### src/rtl/md_pkg.sv
// Shared types and helpers for the iterative HI/LO multiply/divide unit.
package md_pkg;

  typedef enum logic {
    MD_MUL = 1'b0,
    MD_DIV = 1'b1
  } md_op_t;

  typedef enum logic [1:0] {
    ST_IDLE = 2'd0,
    ST_RUN  = 2'd1,
    ST_DONE = 2'd2
  } md_state_t;

  // Number of RUN cycles: one per quotient bit, or one per MUL_STEP multiplier bits.
  function automatic int unsigned md_steps(input md_op_t op,
                                           input int unsigned width,
                                           input int unsigned mul_step);
    return (op == MD_DIV) ? width : (width / mul_step);
  endfunction

endpackage

### src/rtl/md_div_step.sv
// Single restoring-division step on unsigned magnitudes.
module md_div_step
  import md_pkg::*;
#(
  parameter int unsigned WIDTH = 32
) (
  input  logic [WIDTH-1:0] i_rem,
  input  logic [WIDTH-1:0] i_divisor,
  input  logic             i_bit,
  output logic [WIDTH-1:0] o_rem_c,
  output logic             o_qbit_c
);

  logic [WIDTH:0] w_shift;
  logic [WIDTH:0] w_diff;

  // Partial remainder stays below the divisor, so the top diff bit is a clean borrow flag.
  always_comb begin
    w_shift  = {i_rem, i_bit};
    w_diff   = w_shift - {1'b0, i_divisor};
    o_qbit_c = ~w_diff[WIDTH];
    o_rem_c  = o_qbit_c ? w_diff[WIDTH-1:0] : w_shift[WIDTH-1:0];
  end

endmodule

### src/rtl/md_iter_unit.sv
// Iterative signed/unsigned multiply and divide for the HI/LO path, with
// flush cancel and a valid/ack result handshake.
module md_iter_unit
  import md_pkg::*;
#(
  parameter int unsigned WIDTH    = 32,
  parameter int unsigned MUL_STEP = 2
) (
  input  logic             clk,
  input  logic             rst,
  input  logic             start,
  input  logic             op,
  input  logic             is_signed,
  input  logic [WIDTH-1:0] a,
  input  logic [WIDTH-1:0] b,
  input  logic             cancel,
  input  logic             ack,
  output logic             busy,
  output logic             valid,
  output logic [WIDTH-1:0] hi,
  output logic [WIDTH-1:0] lo
);

  localparam int unsigned CNT_W  = $clog2(WIDTH + 1);
  localparam int unsigned PSUM_W = WIDTH + MUL_STEP;
  localparam int unsigned PROD_W = 2 * WIDTH;

  md_state_t        r_state;
  md_state_t        w_state_nx;
  logic             w_load;

  md_op_t           r_op;
  logic [CNT_W-1:0] r_cnt;
  logic [WIDTH-1:0] r_acc;
  logic [WIDTH-1:0] r_q;
  logic [WIDTH-1:0] r_mcand;
  logic [WIDTH-1:0] r_a;
  logic             r_neg_main;
  logic             r_neg_rem;
  logic             r_div0;
  logic             r_busy;
  logic             r_valid;
  logic [WIDTH-1:0] r_hi;
  logic [WIDTH-1:0] r_lo;

  logic             w_a_neg;
  logic             w_b_neg;
  logic [WIDTH-1:0] w_a_mag;
  logic [WIDTH-1:0] w_b_mag;
  logic             w_last;

  logic [MUL_STEP-1:0] w_mdig;
  logic [PSUM_W-1:0]   w_psum;
  logic [WIDTH-1:0]    w_mul_acc_nx;
  logic [WIDTH-1:0]    w_mul_q_nx;
  logic [PROD_W-1:0]   w_prod;
  logic [PROD_W-1:0]   w_prod_fix;

  logic [WIDTH-1:0] w_div_rem;
  logic             w_div_qbit;
  logic [WIDTH-1:0] w_quo;
  logic [WIDTH-1:0] w_div_hi;
  logic [WIDTH-1:0] w_div_lo;

  logic [WIDTH-1:0] w_acc_nx;
  logic [WIDTH-1:0] w_q_nx;
  logic [WIDTH-1:0] w_hi_fix;
  logic [WIDTH-1:0] w_lo_fix;

  md_div_step #(
    .WIDTH(WIDTH)
  ) u_div_step (
    .i_rem     (r_acc),
    .i_divisor (r_mcand),
    .i_bit     (r_q[WIDTH-1]),
    .o_rem_c   (w_div_rem),
    .o_qbit_c  (w_div_qbit)
  );

  // State register
  always_ff @(posedge clk) begin
    if (rst) r_state <= ST_IDLE;
    else     r_state <= w_state_nx;
  end

  // Next state; cancel overrides every transition and drops a coincident start
  always_comb begin
    w_state_nx = r_state;
    w_load     = 1'b0;
    w_last     = (r_cnt == CNT_W'(1));
    unique case (r_state)
      ST_IDLE: begin
        if (start) begin
          w_state_nx = ST_RUN;
          w_load     = 1'b1;
        end
      end
      ST_RUN: begin
        if (w_last) w_state_nx = ST_DONE;
      end
      ST_DONE: begin
        if (ack) begin
          w_state_nx = start ? ST_RUN : ST_IDLE;
          w_load     = start;
        end
      end
      default: w_state_nx = ST_IDLE;
    endcase
    if (cancel) begin
      w_state_nx = ST_IDLE;
      w_load     = 1'b0;
    end
  end

  // Operand magnitudes and one multiply/divide step with final sign fix-up
  always_comb begin
    w_a_neg = is_signed & a[WIDTH-1];
    w_b_neg = is_signed & b[WIDTH-1];
    w_a_mag = w_a_neg ? (~a + WIDTH'(1)) : a;
    w_b_mag = w_b_neg ? (~b + WIDTH'(1)) : b;

    w_mdig       = r_q[MUL_STEP-1:0];
    w_psum       = PSUM_W'(r_acc) + PSUM_W'(r_mcand) * PSUM_W'(w_mdig);
    w_mul_acc_nx = w_psum[PSUM_W-1:MUL_STEP];
    w_mul_q_nx   = {w_psum[MUL_STEP-1:0], r_q[WIDTH-1:MUL_STEP]};
    w_prod       = {w_mul_acc_nx, w_mul_q_nx};
    w_prod_fix   = r_neg_main ? (~w_prod + PROD_W'(1)) : w_prod;

    w_quo    = {r_q[WIDTH-2:0], w_div_qbit};
    w_div_lo = r_div0 ? {WIDTH{1'b1}}
                      : (r_neg_main ? (~w_quo + WIDTH'(1)) : w_quo);
    w_div_hi = r_div0 ? r_a
                      : (r_neg_rem ? (~w_div_rem + WIDTH'(1)) : w_div_rem);

    if (r_op == MD_DIV) begin
      w_acc_nx = w_div_rem;
      w_q_nx   = w_quo;
      w_hi_fix = w_div_hi;
      w_lo_fix = w_div_lo;
    end else begin
      w_acc_nx = w_mul_acc_nx;
      w_q_nx   = w_mul_q_nx;
      w_hi_fix = w_prod_fix[PROD_W-1:WIDTH];
      w_lo_fix = w_prod_fix[WIDTH-1:0];
    end
  end

  // Datapath and registered status outputs
  always_ff @(posedge clk) begin
    if (rst) begin
      r_op       <= MD_MUL;
      r_cnt      <= '0;
      r_acc      <= '0;
      r_q        <= '0;
      r_mcand    <= '0;
      r_a        <= '0;
      r_neg_main <= 1'b0;
      r_neg_rem  <= 1'b0;
      r_div0     <= 1'b0;
      r_busy     <= 1'b0;
      r_valid    <= 1'b0;
      r_hi       <= '0;
      r_lo       <= '0;
    end else begin
      r_busy  <= (w_state_nx == ST_RUN);
      r_valid <= (w_state_nx == ST_DONE);
      if (w_load) begin
        r_op       <= md_op_t'(op);
        r_cnt      <= CNT_W'(md_steps(md_op_t'(op), WIDTH, MUL_STEP));
        r_acc      <= '0;
        r_q        <= op ? w_a_mag : w_b_mag;
        r_mcand    <= op ? w_b_mag : w_a_mag;
        r_a        <= a;
        r_neg_main <= w_a_neg ^ w_b_neg;
        r_neg_rem  <= w_a_neg;
        r_div0     <= (b == '0);
      end else if ((r_state == ST_RUN) && !cancel) begin
        r_cnt <= r_cnt - CNT_W'(1);
        r_acc <= w_acc_nx;
        r_q   <= w_q_nx;
        if (w_last) begin
          r_hi <= w_hi_fix;
          r_lo <= w_lo_fix;
        end
      end
    end
  end

  assign busy  = r_busy;
  assign valid = r_valid;
  assign hi    = r_hi;
  assign lo    = r_lo;

endmodule

### config.mk
export PLATFORM = sky130hd
export DESIGN_NAME = md_iter_unit
export DESIGN_NICKNAME = d
export VERILOG_FILES = /design/src/rtl/md_pkg.sv /design/src/rtl/md_div_step.sv /design/src/rtl/md_iter_unit.sv
export SDC_FILE = /design/constraint.sdc
export NUM_CORES = 1
export LEC_CHECK = 0
export CAP_MARGIN = 20
export CELL_PAD_IN_SITES_DETAIL_PLACEMENT = 0
export CELL_PAD_IN_SITES_GLOBAL_PLACEMENT = 1
export CORE_MARGIN = 4
export CORE_UTILIZATION = 40
export CTS_CLUSTER_DIAMETER = 200
export DETAILED_ROUTE_END_ITERATION = 7
export GPL_ROUTABILITY_DRIVEN = 0
export GPL_TIMING_DRIVEN = 1
export MAX_ROUTING_LAYER = met4
export PLACE_DENSITY = 0.78
export SYNTH_ARGS = -nofsm -noshare
export SYNTH_HDL_FRONTEND = slang
export SYNTH_SLANG_ARGS = --single-unit
### constraint.sdc
create_clock -name clk -period 7.44 [get_ports clk]
set_input_delay 0.744 -clock clk [delete_from_list [all_inputs] [get_ports clk]]
set_output_delay 0.744 -clock clk [all_outputs]
set_load 0.005 [all_outputs]
==> results.ini <==
[final_layout]
synthToLayoutAreaGrowth_pct=12.4
layout_common_cells=nand2_1, a21oi_1, nor2_1, dfxtp_1, inv_1
layout-drive-gt1-share=0.0379
final_area_mm2=0.0219
finish.utilization=0.457
fin_nets=2929
final_common_cell=nand2_1

[sta]
finalMaxSlewViolations=0
finalSetupTns_ns=0
skew_ns=0.0133
max_freq_mhz=171
finalCritPeriodShare=0.788
relSlewSlack=0.175
fin_crit_ns=5.86
holdWs_ns=0.454
rsz0062_at_grt=false
hold_viol=0
setup_ws_ns=1.58
tightestPinTransition_ns=1.23
setup_viol=0

[floorplanning]
coreArea_mm2=0.0479
rows=80
ioPinCount=137
die_h_um=229
start_util=0.407
die_w_um=229
dieArea_mm2=0.0524

[worst_setup_path]
crit_required_ns=7.84
cp.arrival_ns=6.26
critPathMaxFanout=34
worstSetupStartpointType=register
worstSetupPathType=register to register
cp-end-kind=register

[drt]
first_pass_iters=8
route.detailed.drc=0
totalWireLength_um=80000
routedWlPerCell_um=23.6
avgViaCountPerCell=6.33
dr_total_vias=21400
antenna_left=0
drt_iter0_markers=2582

[global_routing]
grt_pass1_vias=19600
gr-total-overflow=0
use_met3=0.0486
grtUsageMet1=0.415
grt_max_degree=95
grt_pass1_wl_um=120000
top_usage_layer=met2
track_usage=0.296
gr-usage-met2=0.443
antenna_found_initial=2

[synth]
synth_warnings=0
synthCells=2756
synth-seq-cells=206
yosysUniqueCellTypes=87
synth_top_area_frac=0.211
syn_nets=2932
synthFlopType=dfxtp_1
async_flop_share=0
synth_area_leader_cell=dfxtp_1
yosysSeqAreaShare=0.211
synthTopCellsByArea=dfxtp_1, nand2_1, a21oi_1
synth-edff-count=0
synth_area_mm2=0.0195
post_synth.cell_area_avg_um2=7.08

[job]
drv_cap=0

[clock_network]
postCtsSetupBuffers=0
cts_hold_buf=0
cts_buffer_depth=3
cts_root_buf=clkbuf_16
cts_buffers=25
cts_sinks=206
cts_resized=0
cts_tree=yes
clk_latency_ns=0.56
h-tree-depth=1
clkTransAtPathRegs_ns=0.07

[placement]
hpwl_um=61200
dpl_cell_area_mm2=0.0211
io_buffer_count=136
dpl_worst_slack_ns=1.87

[power_and_ir_drop]
power_leakage_nw=8.30
max-vdd-ir-drop_v=0.000144
power_density_mw_per_mm2=163

[run_status]
outcome=finished, final reports clean

[worst_hold_path]
min_path_type=register to register

==> cell families after synthesis <==
logic type | after synthesis | synth area share
flops | 206 | 0.211
mux | 75 | 0.0387
xor+xnor | 197 | 0.0885
fa+ha+maj | 105 | 0.0801
buf+inv | 342 | 0.0674
compound gates | 852 | 0.282
simple gates | 979 | 0.232
==> power breakdown <==
group          internal (mW)  total, mW  switching (mW)
clock                  0.700       1.22           0.520
combinational          0.383       1.14           0.754
sequential              1.14       1.21          0.0669
==> cells in the mapped netlist (all sizes together) (9+ instances only) <==
| cell | count |
|---|---|
| xnor2 | 127 |
| or3 | 35 |
| and3 | 23 |
| or4 | 11 |
| dfxtp | 206 |
| a311oi | 11 |
| and2 | 36 |
| nand4 | 20 |
| buf | 29 |
| o211a | 9 |
| a211oi | 57 |
| clkbuf | 167 |
| or2 | 10 |
| nor3 | 68 |
| o221ai | 37 |
| xor2 | 70 |
| a31oi | 57 |
| o21a | 17 |
| inv | 143 |
| mux2i | 71 |
| o211ai | 85 |
| nor2 | 224 |
| nor2b | 11 |
| o21ai | 137 |
| o31ai | 39 |
| a21o | 25 |
| nand2 | 425 |
| nand3 | 37 |
| and4 | 12 |
| a21boi | 10 |
| fa | 33 |
| o41ai | 13 |
| nor4 | 28 |
| a21oi | 274 |
| ha | 72 |
| nand2b | 14 |
==> state kept, by name (all words and copies together), names as in the netlist <==
| signal | cells |
|---|---|
| r_state | 2 |
| busy | 1 |
| hi | 32 |
| r_cnt | 6 |
| r_neg_main | 1 |
| valid | 1 |
| lo | 32 |
| r_div0 | 1 |
| r_op | 1 |
| r_neg_rem | 1 |
| r_acc | 32 |
| r_mcand | 32 |
| r_q | 32 |
| r_a | 32 |
==> routing by layer <==
| layer | vias to the layer above | part of all wire |
|---|---|---|
| met5 | - | 0 |
| met4 | 0 | 0.033 |
| met3 | 146 | 0.096 |
| met2 | 1089 | 0.43 |
| met1 | 10300 | 0.44 |
| li1 | 9890 | - |
==> stage by stage <==
stage               power, mW  instances
floorplan                1.94       2756
global placement         2.32       3339
detailed placement       2.33       3339
CTS                      3.53       3383
global route             3.70       3387
finish                   3.56       3387
==> cell type report <==
type                    instances  area [um^2]
flip-flops and latches        206         4130
diodes                          2         5.00
clock inverters                 6         55.1
fillers                      4958        26000
repair buffers                166         1580
multi-input cells            2208        14100
clock buffers                  38          724
inverters                     146          548
well taps                     615          769
==> critical path, cell delays in order, from the launching register on <==
cell and delay, ns:
dfxtp_1 0.43, buf_4 0.47, nand2_1 0.17, fa_1 0.53, inv_1 0.05, ha_1 0.35
o211ai_1 0.13, o211ai_1 0.63, nand2_1 0.39, a2111o_1 0.53, nor3_1 0.40, nand4_1 0.51
o31ai_1 0.43, xor2_1 0.18, o21ai_0 0.10, a21oi_1 0.28, a21oi_1 0.11
==> worst paths after layout <==
kind                        from             endpoint  slack (ns)  depth (start not counted)
max reg2reg  r_q[1]$_SDFFE_PP0P_  hi[19]$_SDFFE_PP0P_        1.58                         16
min reg2reg  lo[31]$_SDFFE_PP0P_  lo[31]$_SDFFE_PP0P_        0.45                          2
max          r_q[1]$_SDFFE_PP0P_  hi[19]$_SDFFE_PP0P_        1.58                         16
min          lo[31]$_SDFFE_PP0P_  lo[31]$_SDFFE_PP0P_        0.45                          2
Power figures use the tool's default switching activity.
